--- src/rtl/puf_response_vote_conditioner_if.sv ---
// Request/raw-PUF/response bundle for the PUF majority-vote conditioner.
// Handshakes: a request transfers on a clock edge where req_valid && req_ready;
// a result is held while resp_valid is high and is consumed on the edge where
// resp_ack is seen; raw_response is only meaningful in a cycle with raw_ready high.
interface puf_response_vote_conditioner_if #(
  parameter int RESP_W = 16,
  parameter int CHAL_W = 5
);
  logic              req_valid;
  logic [CHAL_W-1:0] req_challenge;
  logic              req_ready;
  logic              puf_generate;
  logic [CHAL_W-1:0] puf_challenge;
  logic [RESP_W-1:0] raw_response;
  logic              raw_ready;
  logic              resp_valid;
  logic [RESP_W-1:0] resp_data;
  logic [RESP_W-1:0] resp_unstable_mask;
  logic              resp_error;
  logic              resp_ack;

  modport slave (
    input  req_valid, req_challenge, raw_response, raw_ready, resp_ack,
    output req_ready, puf_generate, puf_challenge, resp_valid, resp_data,
           resp_unstable_mask, resp_error
  );

  modport master (
    output req_valid, req_challenge, raw_response, raw_ready, resp_ack,
    input  req_ready, puf_generate, puf_challenge, resp_valid, resp_data,
           resp_unstable_mask, resp_error
  );
endinterface

--- src/rtl/puf_response_vote_conditioner.sv ---
// Triggers the raw PUF NUM_EVAL times per challenge and majority-votes each bit.
// Optional macro PUF_VOTE_STABILITY_CHECK_EN: builds the unstable-bit mask and flags too many unstable bits.
module puf_response_vote_conditioner #(
  parameter int RESP_W       = 16,
  parameter int CHAL_W       = 5,
  parameter int NUM_EVAL     = 5,
  parameter int TIMEOUT_CYC  = 255,
  parameter int MAX_UNSTABLE = 2
) (
  input  logic                                  clk,
  input  logic                                  rst,
  puf_response_vote_conditioner_if.slave        bus,
  output logic [2:0]                            o_dbg_state
);
  localparam int CW = $clog2(NUM_EVAL + 1);
  localparam int EW = $clog2(NUM_EVAL);
  localparam int WW = $clog2(TIMEOUT_CYC + 1);
  localparam logic [CW-1:0] HALF      = CW'(NUM_EVAL / 2);
  localparam logic [EW-1:0] EVAL_LAST = EW'(NUM_EVAL - 1);
  localparam logic [WW-1:0] WAIT_LAST = WW'(TIMEOUT_CYC - 1);

  if (NUM_EVAL < 3 || (NUM_EVAL % 2) == 0 || TIMEOUT_CYC < 1 || MAX_UNSTABLE < 0) begin : g_bad_params
    $error("puf_response_vote_conditioner: illegal parameter set");
  end

  typedef enum logic [2:0] {
    S_IDLE  = 3'd0,
    S_ISSUE = 3'd1,
    S_WAIT  = 3'd2,
    S_ACCUM = 3'd3,
    S_VOTE  = 3'd4,
    S_DONE  = 3'd5
  } state_t;

  state_t                      r_state;
  state_t                      w_next;
  logic [CHAL_W-1:0]           r_chal;
  logic [RESP_W-1:0][CW-1:0]   r_ones;
  logic [EW-1:0]               r_eval;
  logic [WW-1:0]               r_wait;
  logic [RESP_W-1:0]           r_data;
  logic                        r_err;
  logic [RESP_W-1:0]           w_vote_data;
  logic                        w_vote_err;

  always_comb begin
    w_vote_data = '0;
    for (int i = 0; i < RESP_W; i++) begin
      w_vote_data[i] = (r_ones[i] > HALF);
    end
  end

`ifdef PUF_VOTE_STABILITY_CHECK_EN
  localparam int PW = $clog2(RESP_W + 1);
  logic [RESP_W-1:0] r_mask;
  logic [RESP_W-1:0] w_vote_mask;
  logic [PW-1:0]     w_pop;

  always_comb begin
    w_vote_mask = '0;
    w_pop       = '0;
    for (int i = 0; i < RESP_W; i++) begin
      w_vote_mask[i] = (r_ones[i] != '0) && (r_ones[i] != CW'(NUM_EVAL));
      w_pop          = w_pop + PW'(w_vote_mask[i]);
    end
  end

  assign w_vote_err = (int'(w_pop) > MAX_UNSTABLE);
  assign bus.resp_unstable_mask = r_mask;

  always_ff @(posedge clk or posedge rst) begin
    if (rst) begin
      r_mask <= '0;
    end else if (r_state == S_VOTE) begin
      r_mask <= w_vote_mask;
    end else if (r_state == S_WAIT && !bus.raw_ready && r_wait == WAIT_LAST) begin
      r_mask <= '0;
    end
  end
`else
  assign w_vote_err = 1'b0;
  assign bus.resp_unstable_mask = '0;
`endif

  always_ff @(posedge clk or posedge rst) begin
    if (rst) begin
      r_state <= S_IDLE;
    end else begin
      r_state <= w_next;
    end
  end

  always_comb begin
    w_next           = r_state;
    bus.req_ready    = 1'b0;
    bus.puf_generate = 1'b0;
    bus.resp_valid   = 1'b0;
    case (r_state)
      S_IDLE: begin
        bus.req_ready = 1'b1;
        if (bus.req_valid) w_next = S_ISSUE;
      end
      S_ISSUE: begin
        bus.puf_generate = 1'b1;
        w_next           = S_WAIT;
      end
      // A raw sample landing on the last allowed wait cycle is still taken.
      S_WAIT: begin
        if (bus.raw_ready)            w_next = S_ACCUM;
        else if (r_wait == WAIT_LAST) w_next = S_DONE;
      end
      S_ACCUM: w_next = (r_eval == EVAL_LAST) ? S_VOTE : S_ISSUE;
      S_VOTE:  w_next = S_DONE;
      S_DONE: begin
        bus.resp_valid = 1'b1;
        if (bus.resp_ack) w_next = S_IDLE;
      end
      default: w_next = S_IDLE;
    endcase
  end

  always_ff @(posedge clk or posedge rst) begin
    if (rst) begin
      r_chal <= '0;
      r_ones <= '0;
      r_eval <= '0;
      r_wait <= '0;
      r_data <= '0;
      r_err  <= 1'b0;
    end else begin
      case (r_state)
        S_IDLE: begin
          if (bus.req_valid) begin
            r_chal <= bus.req_challenge;
            r_ones <= '0;
            r_eval <= '0;
          end
        end
        S_ISSUE: r_wait <= '0;
        S_WAIT: begin
          if (bus.raw_ready) begin
            for (int i = 0; i < RESP_W; i++) begin
              r_ones[i] <= r_ones[i] + CW'(bus.raw_response[i]);
            end
          end else if (r_wait == WAIT_LAST) begin
            r_err  <= 1'b1;
            r_data <= '0;
          end else begin
            r_wait <= r_wait + 1'b1;
          end
        end
        S_ACCUM: begin
          if (r_eval != EVAL_LAST) r_eval <= r_eval + 1'b1;
        end
        S_VOTE: begin
          r_data <= w_vote_data;
          r_err  <= w_vote_err;
        end
        default: ;
      endcase
    end
  end

  assign bus.puf_challenge = r_chal;
  assign bus.resp_data     = r_data;
  assign bus.resp_error    = r_err;
  assign o_dbg_state       = r_state;
endmodule

--- src/flat_wrapper.sv ---
// flat-port wrapper written by rule: the top's interface ports become plain ports
module puf_response_vote_conditioner_flat 
#(
  parameter int RESP_W       = 16,
  parameter int CHAL_W       = 5,
  parameter int NUM_EVAL     = 5,
  parameter int TIMEOUT_CYC  = 255,
  parameter int MAX_UNSTABLE = 2
)
  (clk, rst, o_dbg_state, bus_req_valid, bus_req_challenge, bus_raw_response, bus_raw_ready, bus_resp_ack, bus_req_ready, bus_puf_generate, bus_puf_challenge, bus_resp_valid, bus_resp_data, bus_resp_unstable_mask, bus_resp_error);
  puf_response_vote_conditioner_if #(.RESP_W(RESP_W), .CHAL_W(CHAL_W)) bus_i ();
  input  logic clk;
  input  logic rst;
  output logic [2:0] o_dbg_state;
  input wire logic [$bits(bus_i.req_valid)-1:0] bus_req_valid;
  input wire logic [$bits(bus_i.req_challenge)-1:0] bus_req_challenge;
  input wire logic [$bits(bus_i.raw_response)-1:0] bus_raw_response;
  input wire logic [$bits(bus_i.raw_ready)-1:0] bus_raw_ready;
  input wire logic [$bits(bus_i.resp_ack)-1:0] bus_resp_ack;
  output wire logic [$bits(bus_i.req_ready)-1:0] bus_req_ready;
  output wire logic [$bits(bus_i.puf_generate)-1:0] bus_puf_generate;
  output wire logic [$bits(bus_i.puf_challenge)-1:0] bus_puf_challenge;
  output wire logic [$bits(bus_i.resp_valid)-1:0] bus_resp_valid;
  output wire logic [$bits(bus_i.resp_data)-1:0] bus_resp_data;
  output wire logic [$bits(bus_i.resp_unstable_mask)-1:0] bus_resp_unstable_mask;
  output wire logic [$bits(bus_i.resp_error)-1:0] bus_resp_error;
  assign bus_i.req_valid = bus_req_valid;
  assign bus_i.req_challenge = bus_req_challenge;
  assign bus_i.raw_response = bus_raw_response;
  assign bus_i.raw_ready = bus_raw_ready;
  assign bus_i.resp_ack = bus_resp_ack;
  assign bus_req_ready = bus_i.req_ready;
  assign bus_puf_generate = bus_i.puf_generate;
  assign bus_puf_challenge = bus_i.puf_challenge;
  assign bus_resp_valid = bus_i.resp_valid;
  assign bus_resp_data = bus_i.resp_data;
  assign bus_resp_unstable_mask = bus_i.resp_unstable_mask;
  assign bus_resp_error = bus_i.resp_error;
  puf_response_vote_conditioner #(.RESP_W(RESP_W), .CHAL_W(CHAL_W), .NUM_EVAL(NUM_EVAL), .TIMEOUT_CYC(TIMEOUT_CYC), .MAX_UNSTABLE(MAX_UNSTABLE)) u_core (.clk(clk), .rst(rst), .bus(bus_i), .o_dbg_state(o_dbg_state));
endmodule
--- config.mk ---
export PLATFORM = sky130hd
export DESIGN_NAME = puf_response_vote_conditioner_flat
export DESIGN_NICKNAME = d
export VERILOG_FILES = /design/src/rtl/puf_response_vote_conditioner_if.sv /design/src/rtl/puf_response_vote_conditioner.sv /design/src/flat_wrapper.sv
export SDC_FILE = /design/constraint.sdc
export NUM_CORES = 1
export LEC_CHECK = 0
export CAP_MARGIN = 20
export CORE_MARGIN = 2
export CORE_UTILIZATION = 45
export DETAILED_ROUTE_END_ITERATION = 6
export GPL_TIMING_DRIVEN = 0
export PLACE_DENSITY = 0.77
export SETUP_SLACK_MARGIN = 0.3
export SYNTH_ARGS = -nofsm -noshare
export SYNTH_HDL_FRONTEND = slang
export SYNTH_SLANG_ARGS = --single-unit
export TNS_END_PERCENT = 5
--- constraint.sdc ---
create_clock -name clk -period 3.05 [get_ports clk]
set_input_delay 0.305 -clock clk [delete_from_list [all_inputs] [get_ports clk]]
set_output_delay 0.305 -clock clk [all_outputs]
set_load 0.01 [all_outputs]
; Yosys cells after proc, flatten, opt, wreduce, memory -nomap -nowiden
; Cells that the tools add are included.
; Widths: inputs -> output; s select.
[word_totals]
reg_bits = 84
inputBits = 26
[classes]
addsub = 18
n_lt_le_gt_ge = 16
n_eq_ne = 16
mux = 24
n_reduce_logical = 11
[ops]
columns = operator, n
row1 = $mux 48, 2
row2 = $pmux 48 s2, 1
row3 = $add 3x1->3, 16
row4 = $gt 3x2->1 const B, 16
row5 = $mux 16, 2
row6 = $pmux 16 s2, 1
row7 = $mux 3, 7
row8 = $pmux 3 s6, 1
row9 = $mux 8, 2
row10 = $pmux 8 s2, 1
row11 = $reduce_and 3->1, 5
row12 = $ne 2x2->1 const B, 5
row13 = $eq 3x3->1 const B, 3
row14 = $add 8x1->8 const B, 1
row15 = $eq 8x8->1 const B, 1
row16 = $reduce_bool 2->1, 4
row17 = $eq 3x2->1 const B, 2
row18 = $pmux 3 s2, 1
row19 = $mux 1, 5
row20 = $ne 2x1->1 const B, 2
row21 = $add 3x1->3 const B, 1
row22 = $eq 3x1->1 const B, 1
row23 = $logic_not 3->1, 1
row24 = $ne 3x2->1 const B, 1
row25 = other kinds (3), 3

; Longest topological paths before layout
; Gate-level depths: netlist of the first run.
[depth]
ltp_word = 4
ltp_mapped = 7
depth_no_buf = 6

; Worst setup path before layout of the first run
; Ideal clock, no wire load.
[synth_path]
path_kind = reg2reg
start = register u_core.r_state[2], in the netlist u_core.o_dbg_state[2]
end = register u_core.r_data[10], in the netlist u_core.bus.resp_data[10]
t_arrival_ns = 1.594
path_slack_ns = 1.326
stages_incl_launch_ff = 7
n_path_buf = 2
path_cell_list = dfrtp_1 > buf_6 > or3b_4 > nor4_4 > a21oi_2 > buf_6 > o2bb2ai_1
[synth_via]
elab_chain_len = 3
[synth_lines]
columns = element, line
row1 = from (decl), puf_response_vote_conditioner.sv:35  ; state_t r_state;
row2 = from (signal assigned), puf_response_vote_conditioner.sv:89  ; r_state <= w_next;
row3 = $eq 3x2->1 / $eq 3x3->1 (equally long branches), puf_response_vote_conditioner.sv:131  ; case (r_state)
row4 = "$ne 2x1->1 (no source line), or another cell as far along", n/a
row5 = $reduce_and 3->1 (no source line), n/a
row6 = to (signal assigned), puf_response_vote_conditioner.sv:156  ; r_data <= w_vote_data;
row7 = to (decl), puf_response_vote_conditioner.sv:41  ; logic [RESP_W-1:0] r_data;
; Parallel ways exist; a longest one is shown, timed or not.
; A chain may end at the register's enable or synchronous reset.

; Final worst setup path of the first run
[layout_path]
start = register u_core.r_state[2], in the netlist u_core.o_dbg_state[2]
end = output bus_puf_generate
[layout_via]
elab_chain_len = 2
[layout_lines]
columns = element, line
row1 = $eq 3x1->1, puf_response_vote_conditioner.sv:98  ; case (r_state)
row2 = $mux 1, puf_response_vote_conditioner.sv:98
row3 = to (decl), flat_wrapper.sv:21  ; output wire logic [$bits(bus_i.puf_generate)-1:0] bus_puf_generate;
; No other way between the ends.

==> impl_metrics.tcl, run 1 <==
set metrics [dict create \
    grt_pass1_wl_mm 14.1 \
    worst_clock_skew_ps 10.1 \
    drv_slew 0 \
    synth_area_um2 4130 \
    root_buffer "clkbuf_8" \
    initial_utilization 0.469 \
    status "complete, no violations" \
    post_cts_resized 0 \
    tightest_slew_ps 596 \
    place_area_um2 4880 \
    hold_viol 0 \
    cp.required_ps 2740 \
    clkPwrFrac 0.179 \
    rsz0062_at_grt "no" \
    dp_hpwl_mm 5.86 \
    synth_largest_area_cell "dfrtp_1" \
    critPathMaxStageDelay_ps 540 \
    first_iter_violations 132 \
    seq_power_share 0.406 \
    antennaDiodeCount 0 \
    overflow 0 \
    final.setup.tns_ps 0 \
    grt_max_degree 70 \
    drtPass1Iterations 4 \
    synthArstFlopShare 1.00 \
    grt_pass1_vias 2948 \
    portBuffers 53 \
    dr_wl_met3_um 448 \
    fp.dieArea_um2 9960 \
    nets 504 \
    intPower_mw 2.59 \
    wl_per_cell_um 15.4 \
    gp_congestion 0.791 \
    max_cap_viol_count 0 \
    cts_buffer_depth 2 \
    die_h_um 99.8 \
    finalCriticalPeriod_ps 2520 \
    synth_area_leaders "dfrtp_1 (51%), ha_1 (11%), a22o_1 (6.8%)" \
    regToRegSetupSlack_ps 990 \
    leakagePower_nw 2.41 \
    fmax_mhz 396 \
    power_density_nw_per_um2 801 \
    relSlewSlack 0.602 \
    power_mw 4.05 \
    cp-end-kind "primary output" \
    path_delay_family "buffers and inverters" \
    min_period_over_period 0.827 \
    wl_met2_mm 4.08 \
    wl_mm 8.53 \
    critPathBufInv 4 \
    hold_path_class "primary input to async pin" \
    synth_top_area_share 0.509 \
    cts_sinks 84 \
    crit_fanout 8 \
    cts.clk_slew.worst_paths_ps 90 \
    track_usage 0.180 \
    area_delta_synth_final_pct 22.4 \
    peakVddDrop_mv 0.607 \
    ant_nets 0 \
    worstSetupPathType "flip-flop to primary output" \
    ys_seq_elements 84 \
    startpoint_type "flip-flop" \
    synthCells 362 \
    cts_tree "built" \
    antenna_found_initial 0 \
    cts_buffers 9 \
    drc_errors 0 \
    synthFlopType "dfrtp_1" \
    yosys.cell_types.count 45 \
    vias_per_cell 5.36 \
    avgSynthCellArea_um2 11.4 \
    ioPinCount 70 \
    final_area_um2 5050 \
    vias 2969 \
    crit_slowest_cell "clkdlybuf4s50_1" \
    synth-edff-count 0 \
    seq_area_frac_synth 0.509 \
    clock_latency_ps 360 \
    cts_hold_buf 0 \
    core-area_um2 8810 \
    drt-met1-wl_mm 3.89 \
    p_switching_mw 1.46 \
    highest_layer "met4" \
    synth_warnings 0 \
    die_w_um 99.8 \
    swShare 0.361 \
    drive_gt1_frac 0.128 \
    post_cts_buffers 0 \
    final_util 0.574 \
    p_comb_frac 0.416 \
    cts_max_level 3 \
    row_count 34 \
    final-setup-viol-count 0 \
    crit_chain "buf_6 -> or3b_2 -> clkbuf_1 -> inv_1 -> clkdlybuf4s50_1" \
    arrival_ps 2220 \
]
==> metrics by stage <==
step / hold WS (ps) / std cells / setup WS (ps)
after floorplan: 448 / 377 / 580
after global placement: 465 / 538 / -761
after detailed placement: 475 / 539 / 759
after CTS: 215 / 554 / 506
after global routing: 226 / 554 / 427
final: 221 / 554 / 527
==> power groups by stage <==
stage,sequential (mW),clock (mW),combinational [mW]
after floorplan,1.70,0,0.961
after global placement,1.65,0,1.63
after detailed placement,1.66,0,1.69
after CTS,1.64,0.750,1.70
after global routing,1.68,0.789,1.86
final,1.64,0.724,1.68
==> area by class of cell <==
cell class	instances	area [um^2]
Tap cell	108	135
Buffer	36	223
Fill cell	750	3750
Inverter	6	25.0
Clock inverter	6	50.0
Multi-Input combinational cell	251	1840
Sequential cell	84	2100
Timing Repair Buffer	54	558
Clock buffer	9	124
==> sequential cells by signal (all words and copies together) (netlist names) <==
name and cells:
u_core.bus.puf_challenge 5, u_core.bus.resp_data 16, u_core.bus.resp_error 1, u_core.o_dbg_state 3, u_core.r_eval 3, u_core.r_ones 48
u_core.r_wait 8
==> worst reg2reg max path: stages (launching register included) <==
cell and delay, ps:
dfrtp_1 390, buf_4 170, nor4b_4 540, nor2_1 200, clkbuf_1 270, o21ai_0 250, o21ai_0 130
==> final timing paths <==
check,to,cells after the start,from
hold reg to reg,u_core.r_ones[26]$_DFFE_PP0P_,1,u_core.r_ones[26]$_DFFE_PP0P_
min in group clk,u_core.r_ones[26]$_DFFE_PP0P_,1,u_core.r_ones[26]$_DFFE_PP0P_
setup reg to reg,u_core.r_ones[8]$_DFFE_PP0P_,6,u_core.o_dbg_state[0]$_DFFE_PP0P_
max in group asynchronous,u_core.r_ones[39]$_DFFE_PP0P_,3,rst
hold / removal,u_core.o_dbg_state[1]$_DFFE_PP0P_,2,rst
setup / recovery,bus_puf_generate,5,u_core.o_dbg_state[2]$_DFFE_PP0P_
==> cell usage after synthesis, types with 2 or more instances <==
cell	number
dfrtp_1	84
ha_1	36
a22o_1	32
nand2_1	27
nor2_1	26
a21oi_1	20
o21ai_0	20
buf_4	18
o2bb2ai_1	17
clkbuf_1	10
xor2_1	9
mux2_2	7
nand3_1	7
inv_1	6
buf_2	4
nand2b_1	3
buf_1	2
buf_6	2
nand4_1	2
o211ai_1	2
o21a_1	2
o21ba_2	2
o41ai_1	2
==> routing by layer <==
| metal | vias to the layer above | track usage |
|---|---|---|
| met1 | 1452 | 0.241 |
| met5 | - | 0 |
| met2 | 67 | 0.290 |
| met3 | 13 | 0.0508 |
| li1 | 1437 | - |
| met4 | 0 | 0.0474 |
==> cell families (layout without fill, tap and decap cells) <==
family	after synthesis	in the layout	synth area share
AOI/OAI and AO/OA	104	104	0.182
xor gates and xnor gates	10	10	0.0212
adders and majority gates	36	36	0.109
buffers and inverters	42	111	0.0594
DFF	84	84	0.509
muxes	8	8	0.0215
other	1	16	0.000908
and+or+nand+nor	77	77	0.0970
==> layout by cell type (no fill, tap or decap), drive strengths merged, types with 2 or more instances in the layout <==
master / n
nor4b: 2
nor2: 26
nand4: 2
a21oi: 21
conb: 16
o21ai: 22
xor2: 9
or3b: 2
o21a: 2
dfrtp: 84
inv: 8
o41ai: 2
buf: 27
a22o: 32
mux2: 7
nand3: 7
nor4: 2
clkdlybuf4s50: 53
clkbuf: 19
nand2b: 3
nand2: 27
o21ba: 2
ha: 36
o2bb2ai: 17
clkinvlp: 2
clkinv: 2
o211ai: 2
Power figures use the tool's default switching activity.
==> run 2: changes to the inputs <==
- clock period: 3.05 -> 2.6 ns (I/O delays scaled with it)
==> impl_metrics.tcl, run 2 (synthesized netlist as in run 1, its figures left out) <==
set metrics [dict create \
    wl_met2_mm 4.22 \
    highest_layer "met4" \
    worstSetupPathType "flip-flop to primary output" \
    nets 505 \
    track_usage 0.186 \
    regMostFlops "u_core.r_ones" \
    antenna_found_initial 0 \
    status "complete, no violations" \
    tightest_slew_ps 621 \
    fp.dieArea_um2 9960 \
    dr_wl_met3_um 445 \
    drc_errors 0 \
    arrival_ps 1910 \
    worst_slack_ps 433 \
    drt-met1-wl_mm 4.01 \
    wl_mm 8.70 \
    fmax_mhz 462 \
    cts_max_level 3 \
    layout_common_cells "dfrtp_1 (84), clkdlybuf4s50_1 (52), ha_1 (36), a22o_1 (32), nand2_1 (27)" \
    vias 3019 \
    rr_worst_depth 6 \
    seqCellArea_um2 2100 \
    grt_pass1_vias 3057 \
    antennaDiodeCount 0 \
    largest_register_ff_count 48 \
    r2r_start "u_core.o_dbg_state[0]$_DFFE_PP0P_" \
    cts_buffer_depth 2 \
    first_iter_violations 98 \
    cts_buffers 9 \
    power_density_nw_per_um2 948 \
    vias_per_cell 5.43 \
    finalCriticalPeriod_ps 2170 \
    filler_cell_count 757 \
    post-place-ws_ps 383 \
    row_count 34 \
    post_cts_buffers 0 \
    cts.clk_slew.worst_paths_ps 80 \
    relSlewSlack 0.585 \
    cts_sinks 84 \
    multi_input_area_um2 1840 \
    peakVddDrop_mv 0.545 \
    final_util 0.578 \
    worst_clock_skew_ps 8.67 \
    die_h_um 99.8 \
    rsz0062_at_grt "no" \
    drv_slew 0 \
    dp_hpwl_mm 6.16 \
    startpoint_type "flip-flop" \
    grt_max_degree 32 \
    grt_pass1_wl_mm 14.8 \
    final-setup-viol-count 0 \
    leakagePower_nw 2.44 \
    initial_utilization 0.469 \
    area_delta_synth_final_pct 23.3 \
    hold_slack_ps 338 \
    clock_latency_ps 350 \
    hold_viol 0 \
    ioPinCount 70 \
    root_buffer "clkbuf_8" \
    min_period_over_period 0.833 \
    cp-end-kind "primary output" \
    gp_congestion 0.787 \
    crit_fanout 10 \
    ant_nets 0 \
    max_cap_viol_count 0 \
    overflow 0 \
    final_common_cell "dfrtp_1" \
    final.setup.tns_ps 0 \
    die_w_um 99.8 \
    cp.required_ps 2340 \
    hold_path_class "primary input to async pin" \
    portBuffers 53 \
    cts_tree "built" \
    wl_per_cell_um 15.7 \
    drtPass1Iterations 5 \
    drive_gt1_frac 0.136 \
    core-area_um2 8810 \
    r2r_end "u_core.r_ones[26]$_DFFE_PP0P_" \
    regToRegSetupSlack_ps 590 \
]
-- run 2: cell count changes in the layout (fill, tap and decap cells not counted) --
| cell | previous run | this run |
|---|---|---|
| buf_12 | 0 | 2 |
| clkbuf_1 | 10 | 8 |
| clkbuf_2 | 0 | 2 |
| clkinv_2 | 0 | 2 |
| clkinv_4 | 2 | 0 |
| buf_16 | 1 | 0 |
| bufinv_16 | 0 | 1 |
| clkbuf_4 | 0 | 1 |
| clkdlybuf4s50_1 | 53 | 52 |
| clkinvlp_4 | 2 | 3 |
| dlygate4sd2_1 | 0 | 1 |
| inv_4 | 1 | 0 |
| inv_6 | 2 | 1 |
-- run 2: worst max-delay path, stage by stage, from the launching register on --
cell and delay [ps]:
dfrtp_1 390, buf_4 170, clkbuf_2 180, nand2b_1 190, nor2_1 100, clkdlybuf4s50_1 540
-- run 2: worst max path at each step --
stage	from	endpoint	slack (ps)	cells after the start
floorplan	u_core.o_dbg_state[2]$_DFFE_PP0P_	u_core.bus.resp_data[10]$_DFFE_PP0P_	880	6
global placement	rst	u_core.bus.resp_data[6]$_DFFE_PP0P_	420	2
detailed placement	bus_raw_ready	u_core.r_ones[28]$_DFFE_PP0P_	380	5
CTS	u_core.o_dbg_state[1]$_DFFE_PP0P_	bus_resp_valid	350	5
global route	u_core.o_dbg_state[1]$_DFFE_PP0P_	bus_resp_valid	320	5
finish	u_core.o_dbg_state[1]$_DFFE_PP0P_	bus_resp_valid	430	5
-- run 2: layout make-up --
cell class,count,share of cell area
Clock inverter,6,0.0125
Sequential cell,84,0.413
Buffer,36,0.0450
Tap cell,108,0.0265
Inverter,6,0.00516
Timing Repair Buffer,55,0.112
Clock buffer,10,0.0251
Multi-Input combinational cell,251,0.361
-- run 2: report_power, final --
part,internal (mW),switching (mW)
registers,1.67,0.261
logic,1.02,0.966
clock network,0.444,0.467
total,3.13,1.70
-- run 2: repair_timing --
| action | 4_1_cts | 5_1_grt |
|---|---|---|
| cloned | 0 | 0 |
| hold buffers | 0 | 0 |
| resized for setup | 3 | 4 |
| setup endpoints to repair | 1 | 2 |
-- run 2: routing by layer --
layer / track usage / vias to the layer above
li1: - / 1442
met1: 0.251 / 1499
met2: 0.305 / 74
met3: 0.0550 / 4
met4: 0.0285 / 0
met5: 0 / -
-- run 2: metrics by stage --
step                      cell area [um^2]  std cells  power (mW)
after detailed placement              4890        540        3.94
final                                 5090        556        4.83
after CTS                             5090        556        4.88
after global placement                4850        538        3.85
after floorplan                       4190        377        3.12
after global routing                  5090        556        5.17
==> RTL change (flow settings as in run 1) <==
The option `PUF_VOTE_STABILITY_CHECK_EN` is turned on by a define.
--- a/src/rtl/puf_response_vote_conditioner.sv
+++ b/src/rtl/puf_response_vote_conditioner.sv
@@ -1,5 +1,7 @@
 // Triggers the raw PUF NUM_EVAL times per challenge and majority-votes each bit.
 // Optional macro PUF_VOTE_STABILITY_CHECK_EN: builds the unstable-bit mask and flags too many unstable bits.
+`define PUF_VOTE_STABILITY_CHECK_EN
+
 module puf_response_vote_conditioner #(
   parameter int RESP_W       = 16,
   parameter int CHAL_W       = 5,
Formal check against the unedited RTL: no difference found for any inputs over 10 cycles, from zero or initial values and one cycle with rst high; that may be too few to reach the edited logic, so the function may still have changed.
==> RTL change against run 1 <==
- the flow now finishes with violations (negative setup slack)
- cell area rose by 27%
- clock power rose by 70%
- area after synthesis rose by 26%
- die area rose by 25%
- cell count rose by 31%
- wire length rose by 39%
- sequential power rose by 23%
- sequential cell count rose by 16
- hold slack improved by 87 ps
- power rose by 50%
- critical path depth rose by 9
- combinational power rose by 69%
- worst setup slack got worse by 1700 ps
==> RTL change: results (changes against run 1) <==
Outcome
  – Outcome: finished, violations left (was complete, no violations)
  – Failing checks: negative setup slack

Global routing
  – M2 GR Usage: 34.3% (was 29.0%)
  – Largest net degree at the start of global routing: 42 (was 70)
  – Global-route wire length before repair: 19900 µm (was 14100 µm)
  – Initial antenna violation count: 0 (unchanged)
  – Total track usage: 20.1% (was 18.0%)

Timing
  – Worst hold slack: 308 ps (was 221 ps)
  – Setup Viol. Count Final: 1 (was 0)
  – Setup TNS: -1160 ps (was 0 ps)
  – Setup WS post-layout: -1160 ps (was 527 ps)
  – Slew @ Worst Pin: 685 ps (was 596 ps)
  – Clk_skew: 10.4 ps (was 10.1 ps)

Yosys
  – Synth area leaders: dfrtp_1 (48%), ha_1 (9.9%), nand2_1 (6.4%) (was dfrtp_1 (51%), ha_1 (11%), a22o_1 (6.8%))
  – Seq/Total Area, Yosys: 48.2% (was 50.9%)
  – Post-synthesis mux area share: 1.85% (was 2.15%)
  – Count of cell types in the netlist: 43 (was 45)
  – Compound-Gate Fraction of Synth Area: 13.6% (was 18.2%)
  – Post-Synth Adder-Cell Area: 13.7% (was 10.9%)
  – XOR/XNOR Fraction of Synth Area: 5.39% (was 2.12%)
  – Synth cell count leaders: dfrtp_1 (100), nand2_1 (88), ha_1 (41) (was dfrtp_1 (84), ha_1 (36), a22o_1 (32))
  – Avg Cell Area, Syn: 10.4 µm² (was 11.4 µm²)

Clock tree
  – Clock Tree Root: clkbuf_16 (was clkbuf_8)
  – PostCTS Resize Cnt: 3 (was 0)

Pwr
  – IR drop worst, VDD: 0.000484 V (was 0.000607 V)
  – Leak: 0.00291 µW (was 0.00241 µW)
  – Sw Ratio: 37.9% (was 36.1%)

Layout
  – Fin nets: 657 (was 504)
  – Layout cell share with drive strength beyond 1: 6.84% (was 12.8%)
  – Fin cells: 728 (was 554)

Route
  – Initial DRC Count: 204 (was 132)
  – Met3 WL: 538 µm (was 448 µm)
  – Vias after detailed routing: 3947 (was 2969)
  – Routed met2 length: 5930 µm (was 4080 µm)
  – WL met1: 5160 µm (was 3890 µm)
  – WL per Instance: 16.3 µm (was 15.4 µm)

Setup path
  – RR Endpoint: u_core.bus.resp_error (was u_core.r_ones[8])
  – CP max FO: 4 (was 8)
  – WP data arrival: 4450 ps (was 2220 ps)
  – Cells on worst reg2reg path: 14 (was 6)
  – Reg2reg start: u_core.r_ones[3] (was u_core.o_dbg_state[0])

Placed design
  – Port Buffers: 69 (was 53)
  – DP Wirelength: 8510 µm (was 5860 µm)
  – Placed cells: 712 (was 539)
  – GPL Wtd Cong: 0.867 (was 0.791)
-- RTL change: changes by cell type after synthesis, sizes merged, moves of 10 or more --
| cell | change |
|---|---|
| nand2 | +62 |
| o21ai | +20 |
| a22o | -16 |
| dfrtp | +16 |
| buf | -15 |
| nand2b | +15 |
| xnor2 | +15 |
| inv | +11 |
| fa | +10 |
-- RTL change: power by group through the flow --
stage / registers (µW) / clock network, µW / logic [µW]
floorplan: 2090 / 0 / 1580
global placement: 2020 / 0 / 2700
detailed placement: 2040 / 0 / 2800
CTS: 2020 / 1250 / 2870
global route: 2070 / 1310 / 3170
finish: 2020 / 1230 / 2840
-- RTL change: area by class of cell --
type,instances,area [µm²]
fillers,1015,4880
multi-input cells,356,2520
inverters,17,67.6
flip-flops and latches,100,2500
repair buffers,71,731
clock buffers,11,253
plain buffers,25,119
clock inverters,5,65.1
well taps,143,179
-- RTL change: how the worst max path moves through the flow --
| stage | startpoint | end | slack (ps) | depth (start not counted) |
|---|---|---|---|---|
| 3_5_place_dp | u_core.r_ones[5] | u_core.bus.resp_error | -1220 | 14 |
| 6_report | u_core.r_ones[3] | u_core.bus.resp_error | -1160 | 14 |
| 2_1_floorplan | u_core.r_ones[5] | u_core.bus.resp_error | -890 | 14 |
| 4_1_cts | u_core.r_ones[3] | u_core.bus.resp_error | -1150 | 13 |
| 3_3_place_gp | u_core.r_ones[5] | u_core.bus.resp_error | -1150 | 14 |
| 5_1_grt | u_core.r_ones[3] | u_core.bus.resp_error | -1340 | 14 |
-- RTL change: worst max-delay path, cell delays in order (launching register included) --
cell and delay [ps]:
dfrtp_1 430, xnor2_1 150, nand2b_1 110, ha_1 320, fa_1 480, fa_1 520, fa_1 430, fa_1 520
fa_2 230, inv_2 40, fa_2 350, a211oi_2 150, mux2i_1 100, nor3_1 200, a21oi_1 80
